**src/rtl/adder_share_arbiter.sv**
```systemverilog
// ---------------------------------------------------------------------------
// adder_share_arbiter
//
// Purpose:
//   Shares a single WIDTH-bit ripple-carry adder between two requesters, A
//   and B. The adder is built from full_adder cells. Arbitration is
//   round-robin. The sum and carry-out are held in a single registered
//   result slot. The result slot is handed downstream with a valid/ready
//   handshake. When the consumer never stalls, the block completes one add
//   per cycle.
//
// Ports:
//   clk        rising-edge clock
//   rst_n      asynchronous active-low reset
//   a_valid    requester A has an operation pending
//   a_x, a_y   A operands (WIDTH bits)
//   a_cin      A carry-in
//   a_ready    A request is accepted this cycle
//   b_valid    requester B has an operation pending
//   b_x, b_y   B operands (WIDTH bits)
//   b_cin      B carry-in
//   b_ready    B request is accepted this cycle
//   rsp_valid  result register holds an unconsumed result
//   rsp_ready  consumer takes the result
//   rsp_sum    registered sum (WIDTH bits)
//   rsp_carry  registered carry-out
//   rsp_id     owner of the result: 0 = A, 1 = B
//
// Optional feature (macro ADDER_ARB_STATS_EN):
//   a_grants   8-bit saturating count of accepts from A
//   b_grants   8-bit saturating count of accepts from B
// ---------------------------------------------------------------------------

// One-bit full adder cell; the shared adder is a ripple chain of these.
module full_adder (
    input  logic a,
    input  logic b,
    input  logic cin,
    output logic sum,
    output logic cout
);
    assign sum  = a ^ b ^ cin;
    assign cout = (a & b) | (a & cin) | (b & cin);
endmodule

module adder_share_arbiter #(
    parameter int WIDTH = 5
) (
    input  logic             clk,
    input  logic             rst_n,
    input  logic             a_valid,
    input  logic [WIDTH-1:0] a_x,
    input  logic [WIDTH-1:0] a_y,
    input  logic             a_cin,
    output logic             a_ready,
    input  logic             b_valid,
    input  logic [WIDTH-1:0] b_x,
    input  logic [WIDTH-1:0] b_y,
    input  logic             b_cin,
    output logic             b_ready,
    output logic             rsp_valid,
    input  logic             rsp_ready,
    output logic [WIDTH-1:0] rsp_sum,
    output logic             rsp_carry,
    output logic             rsp_id
`ifdef ADDER_ARB_STATS_EN
    ,
    output logic [7:0]       a_grants,
    output logic [7:0]       b_grants
`endif
);

    typedef enum logic {
        EMPTY = 1'b0,
        FULL  = 1'b1
    } slotState_t;

    slotState_t       state_q, state_d;
    logic [WIDTH-1:0] rspSum_q, rspSum_d;
    logic             rspCarry_q, rspCarry_d;
    logic             rspId_q, rspId_d;
    // Owner of the most recent accept: 0 = A, 1 = B.
    logic             lastGrant_q, lastGrant_d;

    logic             slotFree;
    logic             grantA;
    logic             grantB;
    logic             acceptA;
    logic             acceptB;
    logic [WIDTH-1:0] opX;
    logic [WIDTH-1:0] opY;
    logic             opCin;
    logic [WIDTH-1:0] addSum;
    logic [WIDTH:0]   carryChain;

    // The slot can take a new result when it is empty, or when the current
    // result is being consumed at the same edge.
    assign slotFree = (state_q == EMPTY) || rsp_ready;

    // Round-robin grant. When both requesters are valid, the one that did
    // not win last time is chosen. Each grant is qualified by its own valid,
    // so a ready is never raised toward an idle requester.
    always_comb begin
        grantA = a_valid && (!b_valid || lastGrant_q);
        grantB = b_valid && (!a_valid || !lastGrant_q);
    end

    assign a_ready = slotFree && grantA;
    assign b_ready = slotFree && grantB;
    assign acceptA = a_valid && a_ready;
    assign acceptB = b_valid && b_ready;

    // Operand mux in front of the shared adder. A is the default path; the
    // adder output is only captured on an accept, so it does not matter
    // what the adder computes in idle cycles.
    assign opX   = grantB ? b_x   : a_x;
    assign opY   = grantB ? b_y   : a_y;
    assign opCin = grantB ? b_cin : a_cin;

    // Ripple-carry chain. The carry-in is fed from the requester, so the
    // result is the full (WIDTH+1)-bit value x + y + cin.
    assign carryChain[0] = opCin;
    for (genvar i = 0; i < WIDTH; i++) begin : g_ripple
        full_adder u_fa (
            .a    (opX[i]),
            .b    (opY[i]),
            .cin  (carryChain[i]),
            .sum  (addSum[i]),
            .cout (carryChain[i+1])
        );
    end

    // Next-state and result-slot update.
    // An accept always fills the slot; this also covers the back-to-back
    // case where a consume and an accept happen at the same edge.
    // A consume without an accept empties the slot. In every other case
    // the slot keeps its contents, so the result stays stable while the
    // consumer stalls.
    always_comb begin
        state_d     = state_q;
        rspSum_d    = rspSum_q;
        rspCarry_d  = rspCarry_q;
        rspId_d     = rspId_q;
        lastGrant_d = lastGrant_q;
        case (state_q)
            EMPTY: begin
                if (acceptA || acceptB) begin
                    state_d = FULL;
                end
            end
            FULL: begin
                if (!(acceptA || acceptB) && rsp_ready) begin
                    state_d = EMPTY;
                end
            end
            default: state_d = EMPTY;
        endcase
        if (acceptA || acceptB) begin
            rspSum_d    = addSum;
            rspCarry_d  = carryChain[WIDTH];
            rspId_d     = acceptB;
            lastGrant_d = acceptB;
        end
    end

    // Reset sets last_grant to B, so A wins the first tie after reset.
    always_ff @(posedge clk or negedge rst_n) begin
        if (!rst_n) begin
            state_q     <= EMPTY;
            rspSum_q    <= '0;
            rspCarry_q  <= 1'b0;
            rspId_q     <= 1'b0;
            lastGrant_q <= 1'b1;
        end else begin
            state_q     <= state_d;
            rspSum_q    <= rspSum_d;
            rspCarry_q  <= rspCarry_d;
            rspId_q     <= rspId_d;
            lastGrant_q <= lastGrant_d;
        end
    end

    assign rsp_valid = (state_q == FULL);
    assign rsp_sum   = rspSum_q;
    assign rsp_carry = rspCarry_q;
    assign rsp_id    = rspId_q;

`ifdef ADDER_ARB_STATS_EN
    logic [7:0] aGrants_q;
    logic [7:0] bGrants_q;

    // Saturating accept counters. Each counter holds at 255 once it
    // reaches that value.
    always_ff @(posedge clk or negedge rst_n) begin
        if (!rst_n) begin
            aGrants_q <= 8'd0;
            bGrants_q <= 8'd0;
        end else begin
            if (acceptA && (aGrants_q != 8'hFF)) begin
                aGrants_q <= aGrants_q + 8'd1;
            end
            if (acceptB && (bGrants_q != 8'hFF)) begin
                bGrants_q <= bGrants_q + 8'd1;
            end
        end
    end

    assign a_grants = aGrants_q;
    assign b_grants = bGrants_q;
`endif

endmodule

```
**config.mk**
```make
export PLATFORM = sky130hd
export DESIGN_NAME = adder_share_arbiter
export DESIGN_NICKNAME = d
export VERILOG_FILES = /design/src/rtl/adder_share_arbiter.sv
export SDC_FILE = /design/constraint.sdc
export NUM_CORES = 1
export LEC_CHECK = 0
export ABC_AREA = 1
export BUFFER_PORTS_ARGS = -buffer_cell sky130_fd_sc_hd__buf_4
export CAP_MARGIN = 30
export CORE_MARGIN = 1
export CORE_UTILIZATION = 43
export DETAILED_ROUTE_END_ITERATION = 8
export HOLD_SLACK_MARGIN = 0.06
export MAX_ROUTING_LAYER = met4
export PLACE_DENSITY_LB_ADDON = 0.2
export SLEW_MARGIN = 0
export SYNTH_ARGS = -nofsm -noshare
export SYNTH_HDL_FRONTEND = slang
export SYNTH_SLANG_ARGS = --single-unit
export TNS_END_PERCENT = 100
```
**constraint.sdc**
```tcl
create_clock -name clk -period 4.3 [get_ports clk]
set_input_delay 0.215 -clock clk [delete_from_list [all_inputs] [get_ports clk]]
set_output_delay 0.215 -clock clk [all_outputs]
set_load 0.05 [all_outputs]
```
After elaboration in Yosys (flattened, before gate mapping)

Cells that the tools add are included.
W data, S select, Z words.

Reductions and logical operators: 15
Bitwise operators: 36
Muxes and demuxes: 6

Operators with widths:

| cell                | number |
|---|---|
| $and A1 B1 Y1       | 15 |
| $mux W5             | 2 |
| $or A1 B1 Y1        | 10 |
| $xor A1 B1 Y1       | 10 |
| $logic_and A1 B1 Y1 | 7 |
| $logic_not A1 Y1    | 4 |
| $logic_or A1 B1 Y1  | 4 |
| $mux W1             | 3 |
| $pmux W1 S2         | 1 |
| $not A1 Y1          | 1 |

Bits in registers: 9

Longest topological paths before layout

Depth after elaboration: 19
Depth in mapped cells: 14
Depth with buffers taken out: 13

Hierarchy

From an unflattened synthesis, not the netlist that was laid out.

Cells, all modules: 86
Area total of the unflattened synthesis: 648.1 um2

Modules (own cells, without submodules):

| module              | area each (um2) | cells an instance | instances |
|---|---|---|---|
| adder_share_arbiter | 548.0           | 81                | 1 |
| full_adder          | 20.0            | 1                 | 5 |

Worst setup path after synthesis

OpenSTA, ideal clock, no wires.

Kind: register -> register
Start: register lastGrant_q
End: register rspSum_q[4], in the netlist rsp_sum[4]
Setup time: 0.065 ns
Clock period less this slack: 3.131 ns
Setup slack: 1.169 ns
Arrival: 3.065 ns
Required time: 4.235 ns
Cell stages (with the launch flop): 14
Cells stage by stage: dfstp_2 -> nand2_1 -> buf_4 -> nand3_1 -> nand2_1 -> fa_1 -> fa_1 -> fa_1 -> fa_1 -> inv_1 -> fa_1 -> inv_1 -> nand3_1 -> nand2_1

Word-level cells in the longest chain between the ends: 17

RTL lines:

| element                         | line | RTL |
|---|---|---|
| start: declaration              | 83   | `logic lastGrant_q, lastGrant_d;` |
| start signal: assignment        | 179  | `lastGrant_q <= lastGrant_d;` |
| $logic_not A1 Y1                | 105  | `grantB = b_valid && (!a_valid \|\| !lastGrant_q);` |
| $logic_or A1 B1 Y1              | 105  |  |
| $logic_and A1 B1 Y1             | 105  |  |
| $mux W5 (tied with other cells) | 116  | `assign opX = grantB ? b_x : a_x;` |
| $and A1 B1 Y1                   | 43   | `assign cout = (a & b) \| (a & cin) \| (b & cin);` |
| $or A1 B1 Y1 (2 in a row)       | 43   |  |
| $and A1 B1 Y1                   | 43   |  |
| $or A1 B1 Y1 (2 in a row)       | 43   |  |
| $and A1 B1 Y1                   | 43   |  |
| $or A1 B1 Y1 (2 in a row)       | 43   |  |
| $and A1 B1 Y1                   | 43   |  |
| $or A1 B1 Y1 (2 in a row)       | 43   |  |
| $xor A1 B1 Y1                   | 42   | `assign sum = a ^ b ^ cin;` |
| end signal: assignment          | 176  | `rspSum_q <= rspSum_d;` |
| end: declaration                | 79   | `logic [WIDTH-1:0] rspSum_q, rspSum_d;` |

Parallel ways exist; a longest one is shown, timed or not.
A chain may end at the register's enable or synchronous reset.

Worst setup path in the final report

Same ends and word-level chain as after synthesis.

==> flow_summary_export.csv <==
group,metric,value,unit
worst_hold_path,hold_start,"a_valid",
logic_synthesis,ys_seq_elements,9,
layout,n_antenna_cell,0,
pwr,vdd_drop_max,199,µV
critical_path,crit-reg2reg-launch,"lastGrant_q",
timing,hold_ws,220,ps
logic_synthesis,yosys.area.top_type,"dfrtp_1",
place,place_hpwl,1.22,mm
clocking,clock_sinks,9,
critical_path,cp-end-kind,"flop",
grt,grt_pass1_vias,613,
timing,drv_slew,0,
timing,fmax,292,MHz
pwr,swShare,0.445,
logic_synthesis,syn_area,673,µm²
drt,viasPerCell,4.78,
critical_path,crit_path_start_kind,"flop",
drt,wl_per_cell,10.3,µm
logic_synthesis,synth.area.top_cells,"dfrtp_1, nand2_1, fa_1",
logic_synthesis,yosysSeqAreaShare,0.336,
drt,routed_wl,1.46,mm
place,port_buffers,36,
timing,maxSlewHeadroom,0.755,
logic_synthesis,yosys.area.top_type_share,0.297,
pwr,p_sw,171,µW
floorplanning,ios,37,
critical_path,worst_path_largest_cell_delay,440,ps
critical_path,critPathArrivalTime,3630,ps
logic_synthesis,synth_warnings,0,
logic_synthesis,avgSynthCellArea,7.56,µm²
critical_path,critical_path_class,"flop to flop",
floorplanning,core,1380,µm²
critical_path,crit_family,"adder cells",
critical_path,crit_required,4500,ps
critical_path,rrSetupSlack,870,ps
grt,grt-ovfl-total,0,
logic_synthesis,synth_cells,89,
critical_path,cp_num_buf_inv,2,
layout,mostFrequentLayoutCells,"nand2_1, buf_4, nand3_1",
clocking,clock_latency,260,ps
logic_synthesis,synth.distinct_cells,15,
pwr,combPwrFrac,0.528,
pwr,seqPwrFrac,0.305,
run_status,status,"finished clean",
worst_hold_path,min_path_cells,3,
job,cap_violations,0,
grt,grt_start_max_net_pins,14,
drt,num_vias,679,
drt,drtPass1Iterations,4,
clocking,cts_root_buf,"clkbuf_4",
clocking,clkSlewWorstSetupHoldPaths,60,ps
timing,rsz0062_at_grt,"no",
floorplanning,die_w,41.6,µm
grt,grtUsageTotal,0.189,
critical_path,path_cells,"nand2_1 > nand2_2 > nand2_1 > nand2_1 > fa_1 > fa_1 > fa_1 > fa_1 > inv_1 > fa_1 > inv_1 > nand3_1 > nand2_1",
critical_path,path_max_fanout,13,
critical_path,slowest_stage,"fa_1",
clocking,cts.path.max_buffers,2,
worst_hold_path,min_to,"rsp_valid",
timing,fin_crit,3430,ps
place,place_congestion,0.745,
grt,grt_pass1_wl,2.50,mm
pwr,p_per_area,393,nW/µm²
floorplanning,initial_core_util,0.487,
logic_synthesis,syn-num-nets,121,
timing,max_slew.worst_pin.slew,366,ps
drt,drc_errors,0,
critical_path,r2r_end,"rsp_sum[4]",
timing,fin_setup_tns,0,ps
timing,setup-violations-final,0,
critical_path,cp_common_cell,"fa_1",
timing,fin_worst_skew,9.99,ps
clocking,cts_htree_levels,1,
pwr,p_leak,0.573,nW
clocking,post_cts_buffers,0,
critical_path,reg2reg_depth,13,
layout,layout_commonest_cell,"nand2_1",
layout,final_nets,160,
clocking,cts_tree,"built",
grt,antenna_found_initial,0,
timing,report.final.hold_viol_count,0,
timing,fin_crit_sh,0.797,
floorplanning,die_h,41.6,µm
clocking,cts-buffers-inserted,3,
drt,final_antenna_net_count,0,
worst_hold_path,hp-class,"primary input to flop",
clocking,cts_resized,0,
floorplanning,num_rows,13,
drt,drtIter0Drc,19,
clocking,hold_buffers,1,
pwr,p_int,212,µW
layout,areaGrowthSynthToFinish,44.8,%
floorplanning,die_area,1730,µm²
pwr,power_frac_clock,0.167,
layout,drive_gt1_frac,0.362,
## worst reg2reg max path: stages, from the launching register on
cell	delay (ps)
dfstp_2	370
nand2_1	280
nand2_2	240
nand2_1	110
nand2_1	70
fa_1	440
fa_1	420
fa_1	390
fa_1	370
inv_1	70
fa_1	400
inv_1	60
nand3_1	70
nand2_1	70
## sequential cells by signal, indices dropped and copies added (netlist names)
signal and cells:
rsp_sum 5, lastGrant_q 1, rsp_carry 1, rsp_id 1, rsp_valid 1
## routing by layer
layer,part of all wire,up-vias,global-route usage
met2,0.52,34,0.325
met1,0.40,288,0.225
met4,0.017,0,0.0581
li1,-,353,-
met5,0,-,-
met3,0.061,4,0.0304
## layout make-up
class,count,area [µm²]
fillers,121,408
multi-input cells,68,389
repair buffers,37,280
flip-flops and latches,9,226
inverters,9,33.8
clock buffers,4,26.3
well taps,15,18.8
## synth_stat cells, drive strengths merged
| library cell | number |
|---|---|
| dfstp | 1 |
| dfrtp | 8 |
| inv | 9 |
| fa | 5 |
| nand2 | 42 |
| nand3 | 17 |
| o21ai | 2 |
| nor2 | 2 |
| buf | 3 |
## power by group through the flow
| stage | Clock (mW) | Sequential (mW) | Combinational [mW] |
|---|---|---|---|
| after floorplan | 0 | 0.185 | 0.0703 |
| final | 0.0639 | 0.117 | 0.202 |
| after detailed placement | 0 | 0.119 | 0.202 |
| after global routing | 0.0699 | 0.119 | 0.220 |
| after global placement | 0 | 0.117 | 0.197 |
| after CTS | 0.0643 | 0.117 | 0.205 |
## cell families after synthesis
group / share of synthesized area
adder cells (fa/ha/maj): 0.149
flip-flops: 0.336
buffers and inverters: 0.0855
AO/OA/AOI/OAI: 0.0204
AND/OR/NAND/NOR: 0.409
## worst max-delay path by stage
| stage | to | depth (start not counted) | start | slack (ps) |
|---|---|---|---|---|
| floorplan | rsp_sum[4] | 13 | lastGrant_q | 1170 |
| global placement | rsp_sum[4] | 13 | lastGrant_q | 990 |
| detailed placement | rsp_sum[4] | 13 | lastGrant_q | 890 |
| CTS | rsp_sum[4] | 13 | lastGrant_q | 870 |
| global route | rsp_sum[4] | 13 | lastGrant_q | 660 |
| finish | rsp_sum[4] | 13 | lastGrant_q | 870 |
## metrics by stage
| stage | setup WS [ps] | util | area (µm²) | power (mW) | instances |
|---|---|---|---|---|---|
| after detailed placement | 891 | 0.679 | 938 | 0.321 | 137 |
| after floorplan | 1170 | - | 673 | 0.255 | 89 |
| after global routing | 658 | 0.705 | 975 | 0.409 | 142 |
| after CTS | 875 | 0.705 | 975 | 0.386 | 142 |
| final | 872 | 0.705 | 975 | 0.383 | 142 |
| after global placement | 992 | 0.679 | 938 | 0.314 | 137 |
Note: power is estimated with default switching activity, not from simulation.
